File: src/rtl/spi_peripheral.sv
// spi_peripheral: SPI mode-0 target, MSB first, with one-entry TX holding buffer and RX valid pulse.
// Ports:
//   i_clk, i_rst            system clock (>= 8x SCLK), asynchronous active-high reset
//   i_sclk, i_cs_n, i_mosi  asynchronous SPI inputs from the controller
//   o_miso, o_miso_oe       target-out data and its output enable (high while selected)
//   i_tx_data, i_tx_valid, o_tx_ready   write port of the TX holding buffer
//   o_rx_data, o_rx_valid   last complete received word and its one-cycle update pulse
module spi_peripheral #(
    parameter int WIDTH = 8
) (
    input  logic             i_clk,
    input  logic             i_rst,
    input  logic             i_sclk,
    input  logic             i_cs_n,
    input  logic             i_mosi,
    output logic             o_miso,
    output logic             o_miso_oe,
    input  logic [WIDTH-1:0] i_tx_data,
    input  logic             i_tx_valid,
    output logic             o_tx_ready,
    output logic [WIDTH-1:0] o_rx_data,
    output logic             o_rx_valid
);
    localparam int CW = $clog2(WIDTH + 1);

    typedef enum logic {IDLE, ACTIVE} state_t;

    state_t           state_q, state_d;
    logic [2:0]       sclk_q, cs_q;
    logic [1:0]       mosi_q;
    logic [WIDTH-1:0] buf_q, buf_d, tx_sh_q, tx_sh_d, rx_sh_q, rx_sh_d, rx_data_q, rx_data_d;
    logic             full_q, full_d, rx_valid_q, rx_valid_d, reload_q, reload_d, load;
    logic [CW-1:0]    cnt_q, cnt_d;
    logic             sclk_rise, sclk_fall, cs_rise, cs_fall;

    // [0],[1] are the two synchronizer stages, [2] is the history bit for edge detection
    always_ff @(posedge i_clk or posedge i_rst) begin
        if (i_rst) begin
            sclk_q <= 3'b000;
            cs_q   <= 3'b111;
            mosi_q <= 2'b00;
        end else begin
            sclk_q <= {sclk_q[1:0], i_sclk};
            cs_q   <= {cs_q[1:0], i_cs_n};
            mosi_q <= {mosi_q[0], i_mosi};
        end
    end

    assign sclk_rise = sclk_q[1] & ~sclk_q[2];
    assign sclk_fall = ~sclk_q[1] & sclk_q[2];
    assign cs_rise   = cs_q[1] & ~cs_q[2];
    assign cs_fall   = ~cs_q[1] & cs_q[2];

    always_comb begin
        state_d    = state_q;
        buf_d      = buf_q;
        full_d     = full_q;
        tx_sh_d    = tx_sh_q;
        rx_sh_d    = rx_sh_q;
        rx_data_d  = rx_data_q;
        rx_valid_d = 1'b0;
        cnt_d      = cnt_q;
        reload_d   = reload_q;
        load       = 1'b0;
        if (state_q == IDLE) begin
            if (cs_fall) begin
                state_d  = ACTIVE;
                load     = 1'b1;
                cnt_d    = '0;
                reload_d = 1'b0;
            end
        end else if (cs_rise) begin
            // deselect outranks any SCLK edge seen in the same cycle
            state_d  = IDLE;
            cnt_d    = '0;
            reload_d = 1'b0;
        end else if (sclk_rise) begin
            rx_sh_d = {rx_sh_q[WIDTH-2:0], mosi_q[1]};
            if (cnt_q == CW'(WIDTH - 1)) begin
                rx_data_d  = rx_sh_d;
                rx_valid_d = 1'b1;
                cnt_d      = '0;
                reload_d   = 1'b1;
            end else begin
                cnt_d = cnt_q + CW'(1);
            end
        end else if (sclk_fall) begin
            if (reload_q) begin
                load     = 1'b1;
                reload_d = 1'b0;
            end else begin
                tx_sh_d = {tx_sh_q[WIDTH-2:0], 1'b0};
            end
        end
        // an empty buffer at load time sends zeros (underrun)
        if (load) begin
            tx_sh_d = full_q ? buf_q : '0;
            full_d  = 1'b0;
        end
        if (i_tx_valid && !full_q) begin
            buf_d  = i_tx_data;
            full_d = 1'b1;
        end
    end

    always_ff @(posedge i_clk or posedge i_rst) begin
        if (i_rst) begin
            state_q    <= IDLE;
            buf_q      <= '0;
            full_q     <= 1'b0;
            tx_sh_q    <= '0;
            rx_sh_q    <= '0;
            rx_data_q  <= '0;
            rx_valid_q <= 1'b0;
            cnt_q      <= '0;
            reload_q   <= 1'b0;
        end else begin
            state_q    <= state_d;
            buf_q      <= buf_d;
            full_q     <= full_d;
            tx_sh_q    <= tx_sh_d;
            rx_sh_q    <= rx_sh_d;
            rx_data_q  <= rx_data_d;
            rx_valid_q <= rx_valid_d;
            cnt_q      <= cnt_d;
            reload_q   <= reload_d;
        end
    end

    assign o_miso_oe  = state_q == ACTIVE;
    assign o_miso     = o_miso_oe & tx_sh_q[WIDTH-1];
    assign o_tx_ready = ~full_q;
    assign o_rx_data  = rx_data_q;
    assign o_rx_valid = rx_valid_q;
endmodule

File: config.mk
export PLATFORM = sky130hd
export DESIGN_NAME = spi_peripheral
export DESIGN_NICKNAME = d
export VERILOG_FILES = /design/src/rtl/spi_peripheral.sv
export SDC_FILE = /design/constraint.sdc
export NUM_CORES = 1
export LEC_CHECK = 0
export CORE_MARGIN = 2
export CORE_UTILIZATION = 54
export CTS_CLUSTER_SIZE = 16
export DETAILED_ROUTE_END_ITERATION = 12
export HOLD_SLACK_MARGIN = 0.15
export PLACE_DENSITY_LB_ADDON = 0.08
export SLEW_MARGIN = 10
export SYNTH_ARGS = -nofsm -noshare
export SYNTH_HDL_FRONTEND = slang
export SYNTH_SLANG_ARGS = --single-unit
File: constraint.sdc
create_clock -name i_clk -period 1.9 [get_ports i_clk]
set_clock_uncertainty 0.05 [all_clocks]
set_input_delay 0.475 -clock i_clk [delete_from_list [all_inputs] [get_ports i_clk]]
set_output_delay 0.475 -clock i_clk [all_outputs]
set_load 0.02 [all_outputs]
==> results of run 1 <==
sequential cells by signal (all words and copies together) (netlist names), 2 cells and up:
signal,flops
cnt_q,4
rx_sh_q,7
cs_q,3
sclk_q,3
buf_q,8
tx_sh_q,8
mosi_q,2
o_rx_data,8
worst paths after layout:
kind | endpoint | slack [ns] | depth (start not counted)
worst max-delay path | o_rx_data[6] | 0.10 | 1
worst min-delay path | mosi_q[1] | 0.30 | 0
worst max register to register | o_rx_data[4] | 0.15 | 5
worst min register to register | mosi_q[1] | 0.30 | 0
max in group asynchronous | cs_q[2] | 1.06 | 3
min in group asynchronous | mosi_q[1] | 0.48 | 3
metrics by stage:
step | total power, mW | util | instances
5_1_grt | 2.98 | 0.689 | 253
4_1_cts | 2.83 | 0.688 | 253
6_report | 2.81 | 0.689 | 253
2_1_floorplan | 1.88 | - | 175
3_5_place_dp | 2.10 | 0.656 | 245
3_3_place_gp | 2.03 | 0.656 | 245
synthesized netlist by cell type, drive strengths merged:
library cell  instances
a211oi                7
a21boi                1
a21o                  2
a21oi                 1
a31oi                14
a32o                  1
a32oi                 1
and2                  3
and2b                 1
and3                  2
and4b                 1
buf                   9
clkbuf                3
dfrtp                44
dfstp                 3
ha                    1
inv                   4
mux2                 23
nand2                12
nand2b                3
nand3                11
nand3b                1
nand4b                1
nor2                  2
nor2b                 3
nor3                  8
o21ai                 4
o21bai                1
o2bb2a                1
o2bb2ai               2
o31ai                 1
or2                   2
or2b                  1
or4                   1
cell families (layout without fill, tap and decap cells):
logic type	after synthesis	count (layout)	synth area share
simple gates	52	52	0.138
flops	47	47	0.561
compound gates	36	36	0.121
mux	23	23	0.127
buf+inv	16	46	0.0470
fa+ha+maj	1	1	0.00595
routing by layer:
layer / track usage / share of wire / up-vias
met5: 0 / 0 / -
met1: 0.300 / 0.49 / 726
met3: 0.0562 / 0.038 / 4
li1: - / - / 693
met4: 0.0536 / 0.0098 / 0
met2: 0.306 / 0.46 / 38
area by class of cell:
type	count	area [µm²]
Multi-Input combinational cell	112	823
Tap cell	48	60.1
Sequential cell	47	1180
Timing Repair Buffer	34	344
Inverter	4	15.0
Clock inverter	2	35.0
Clock buffer	6	82.6
Fill cell	279	1150
report_power, final:
part	leakage (nW)	switching [mW]	internal [mW]
Sequential	0.577	0.174	1.25
Combinational	0.503	0.296	0.340
Clock	0.0612	0.323	0.426
what timing repair did:
action	4_1_cts	5_1_grt
cloned	0	0
gates resized for setup	1	1
endpoints found under the setup margin	1	1
==> impl_metrics.csv, run 1 <==
group,metric,value,unit
run,cap_violations,0,
hold_path,hold_class,"reg -> reg",
logic_synthesis,yosys.area.top_type,"dfrtp_1",
detailed_routing,viasPerCell,5.77,
clock_network,cts_tree,"done",
floorplan,die_w,66.4,µm
pwr,p_per_area,1110,mW/mm²
floorplan,die_y,66.4,µm
floorplan,boundaryPins,26,
finish,layout-area-overhead-vs-synth,20.8,%
logic_synthesis,synth_nets,190,
critical_path,path_cells,"clkdlybuf4s50_1",
pwr,vdd_drop_max,710,µV
finish,fin_area,0.00254,mm²
sta,hold_viol,0,
finish,fin_nets,219,
logic_synthesis,netlist.area_leader.share,0.524,
critical_path,slowest_delay,0.61,ns
detailed_routing,firstDrtPassIters,4,
outcome,status,"finished, final reports clean",
global_route,grt_usage,0.206,
critical_path,cp-startpoint,"o_rx_data[6]",
clock_network,cts_hold_buf,0,
global_route,overflow,0,
sta,fmax,556,MHz
placed_design,dp_slack,0.119,ns
floorplan,initial_core_util,0.570,
sta,setup_violations,0,
detailed_routing,drc_errors,0,
logic_synthesis,ys_seq_area_frac,0.561,
placed_design,io_buffers,25,
sta,maxSlewHeadroom,0.741,
placed_design,routabilityCongestion,0.791,
critical_path,cp.required,1.37,ns
detailed_routing,routed-via-count,1461,
critical_path,timing.critical_path.buf_inv,1,
floorplan,core,0.00369,mm²
logic_synthesis,postSynthAreaPerCell,12.0,µm²
sta,tightest_slew,0.384,ns
clock_network,clk_pin_slew,0.08,ns
logic_synthesis,netlist_area,0.00210,mm²
clock_network,htree_levels,2,
clock_network,insertion_delay,0.29,ns
clock_network,clock-root-buffer,"clkbuf_8",
detailed_routing,drtIter0Drc,68,
detailed_routing,drtAntennaViolNets,0,
sta,fin_tns_setup,0,ns
hold_path,worstHoldStart,"mosi_q[0]",
floorplan,die-area,0.00441,mm²
finish,layout_common_cells,"dfrtp_1, clkdlybuf4s50_1, mux2_2",
clock_network,numCtsBuffers,5,
critical_path,cp-end-kind,"primary output",
sta,rsz0062_at_grt,"no",
logic_synthesis,synth_warnings,0,
critical_path,crit_type,"reg -> out",
logic_synthesis,ys_types,41,
critical_path,slowest_stage,"clkdlybuf4s50_1",
critical_path,path_max_fanout,2,
placed_design,place_hpwl,2.80,mm
clock_network,clkSinkCount,47,
global_route,grt_pass1_wl,6.80,mm
finish,final_common_cell,"dfrtp_1",
sta,worst_slack,0.100,ns
logic_synthesis,synthCells,175,
sta,hold_slack,0.304,ns
logic_synthesis,synth_seq_cells,47,
critical_path,cp_top_family,"buffers and inverters",
logic_synthesis,synth_area_leaders,"dfrtp_1, mux2_2, a31oi_1",
sta,fin_crit,1.80,ns
global_route,grt_max_degree,48,
global_route,grt_pass1_vias,1442,
clock_network,cts_setup_buffers,0,
floorplan,row_count,22,
detailed_routing,wl_per_cell,15.4,µm
placed_design,place_area,0.00242,mm²
finish,diodes,0,
sta,period_share,0.947,
finish,drive_gt1_frac,0.234,
clock_network,cts_buffer_depth,2,
critical_path,crit_path_start_kind,"flip-flop",
sta,drv_slew,0,
detailed_routing,drt-total-wl,3.89,mm
pwr,p_leak,1.14,nW
critical_path,cp.arrival,1.27,ns
global_route,antenna_found_initial,0,
critical_path,rr_startpoint,"cs_q[1]",
Power figures use the tool's default switching activity.
==> run 2: changes to the inputs <==
- CTS_BUF_LIST: default -> sky130_fd_sc_hd__clkbuf_8 sky130_fd_sc_hd__clkbuf_16
==> results of run 2 <==
The final DEF is identical to that of run 1; final timing and power are the same.
==> run 3: changes to the inputs <==
- CELL_PAD_IN_SITES_DETAIL_PLACEMENT: default -> 1
- CELL_PAD_IN_SITES_GLOBAL_PLACEMENT: default -> 1
- CORE_UTILIZATION: 54 -> 44
==> run 3 against run 2 <==
Compared with the run above:
- register-to-register slack about the same
- global-route usage shrank 2.7 points
- cell count grew 2.8%
- critical path type unchanged
- clock-buffer cell count down 1
==> impl_metrics.csv, run 3 (synthesized netlist as in run 1, its figures left out) <==
group,metric,value,unit
outcome,status,"finished, final reports clean",
global_route,grt_pass1_vias,1545,
pwr,intPower,1.84,mW
detailed_routing,viasPerCell,5.62,
finish,fin_nets,220,
sta,maxSlewHeadroom,0.732,
critical_path,slowest_delay,0.62,ns
critical_path,cp.required,1.37,ns
finish,final_common_cell,"dfrtp_1",
critical_path,rr_startpoint,"cs_q[1]",
clock_network,clock-root-buffer,"clkbuf_8",
detailed_routing,drtIter0Drc,48,
global_route,overflow,0,
critical_path,worst-path-stages,1,
run,cap_violations,0,
critical_path,path_cells,"clkdlybuf4s50_1",
placed_design,place_area,0.00244,mm²
pwr,power_frac_comb,0.242,
floorplan,die_w,73.1,µm
placed_design,routabilityCongestion,0.778,
sta,setup_violations,0,
pwr,swShare,0.306,
detailed_routing,drt-total-wl,4.29,mm
finish,multi_input_area,823,µm²
finish,fin_area,0.00252,mm²
global_route,grt_pass1_wl,7.27,mm
critical_path,slowest_stage,"clkdlybuf4s50_1",
clock_network,cts_setup_buffers,0,
pwr,vdd_drop_max,557,µV
critical_path,reg2reg_slack,0.14,ns
clock_network,numCtsBuffers,5,
clock_network,htree_levels,2,
placed_design,place_hpwl,3.23,mm
clock_network,insertion_delay,0.30,ns
sta,fin_crit,1.82,ns
floorplan,core,0.00466,mm²
floorplan,die-area,0.00535,mm²
floorplan,die_y,73.1,µm
finish,fillers,487,
global_route,grt_usage,0.179,
clock_network,cts_buffer_depth,2,
global_route,grt_max_degree,48,
pwr,clkPwrFrac,0.216,
finish,ff_latch_area,0.00118,mm²
finish,layout_common_cells,"dfrtp_1, clkdlybuf4s50_1, mux2_2",
detailed_routing,drtAntennaViolNets,0,
critical_path,reg2reg_depth,5,
critical_path,cp.arrival,1.29,ns
critical_path,cp-startpoint,"o_miso_oe",
floorplan,row_count,25,
detailed_routing,routed-via-count,1460,
global_route,antenna_found_initial,0,
pwr,p_per_area,1050,mW/mm²
hold_path,worstHoldStart,"cs_q[0]",
pwr,seqPwrFrac,0.542,
critical_path,crit_path_start_kind,"flip-flop",
critical_path,crit_type,"reg -> out",
clock_network,clk_pin_slew,0.09,ns
finish,drive_gt1_frac,0.233,
floorplan,boundaryPins,26,
pwr,p_leak,1.13,nW
sta,fmax,550,MHz
sta,hold_viol,0,
critical_path,cp-end-kind,"primary output",
sta,rsz0062_at_grt,"no",
clock_network,clkSinkCount,47,
sta,drv_slew,0,
sta,tightest_slew,0.398,ns
floorplan,initial_core_util,0.451,
detailed_routing,drc_errors,0,
clock_network,cts_hold_buf,0,
clock_network,cts_tree,"done",
sta,hold_slack,0.301,ns
critical_path,timing.critical_path.buf_inv,1,
critical_path,cp-endpoint,"o_miso_oe",
critical_path,r2r_end,"o_rx_data[3]",
hold_path,hold_class,"reg -> reg",
sta,period_share,0.956,
detailed_routing,firstDrtPassIters,4,
critical_path,path_max_fanout,3,
pwr,netSwitchingPower,0.811,mW
placed_design,io_buffers,25,
sta,fin_tns_setup,0,ns
finish,diodes,0,
detailed_routing,wl_per_cell,16.5,µm
finish,layout-area-overhead-vs-synth,20.0,%
critical_path,cp_top_family,"buffers and inverters",
[run 3: cell types whose count changed in the layout (fill, tap and decap cells not counted), sizes merged]
cell	change
buf	+1
bufinv	-1
clkbuf	-1
clkinvlp	+1
inv	+1
[run 3: layer usage]
metal / wire [µm] / track usage / part of all wire / vias to the layer above
met2: 2080 / 0.278 / 0.48 / 27
met1: 1990 / 0.238 / 0.46 / 732
met4: 78 / 0.0864 / 0.018 / 0
met5: 0 / 0 / 0 / -
li1: - / - / - / 693
met3: 144 / 0.0373 / 0.034 / 8
[run 3: timing repair]
action	CTS	global route
gates resized for setup	1	1
pin swaps	0	0
setup endpoints to repair	1	1
hold endpoints to repair	0	0
[run 3: area by class of cell]
class,instances,share of cell area
clock inverters,3,0.00645
well taps,54,0.0268
clock buffers,5,0.0273
repair buffers,35,0.139
inverters,4,0.00595
flip-flops and latches,47,0.468
multi-input cells,112,0.326
[run 3: stage by stage]
stage          utilization  instances  total power, mW  setup WS, ns
2_1_floorplan            -        175             1.88         0.233
3_3_place_gp         0.523        252             2.04         0.182
3_5_place_dp         0.523        252             2.12         0.139
4_1_cts              0.541        260             2.69        0.0251
5_1_grt              0.541        260             2.82        0.0340
6_report             0.541        260             2.65        0.0830
[run 3: how the worst min path moves through the flow]
stage	endpoint	depth (start not counted)
finish	cs_q[1]	0
global route	cs_q[1]	0
CTS	cs_q[1]	0
detailed placement	sclk_q[1]	0
global placement	sclk_q[1]	0
floorplan	mosi_q[1]	0
[run 3: power by group through the flow]
stage	registers (mW)	logic (mW)	clock network, mW
after floorplan	1.38	0.496	0
after global placement	1.43	0.612	0
after detailed placement	1.46	0.660	0
after CTS	1.44	0.657	0.596
after global routing	1.48	0.717	0.627
final	1.44	0.642	0.574
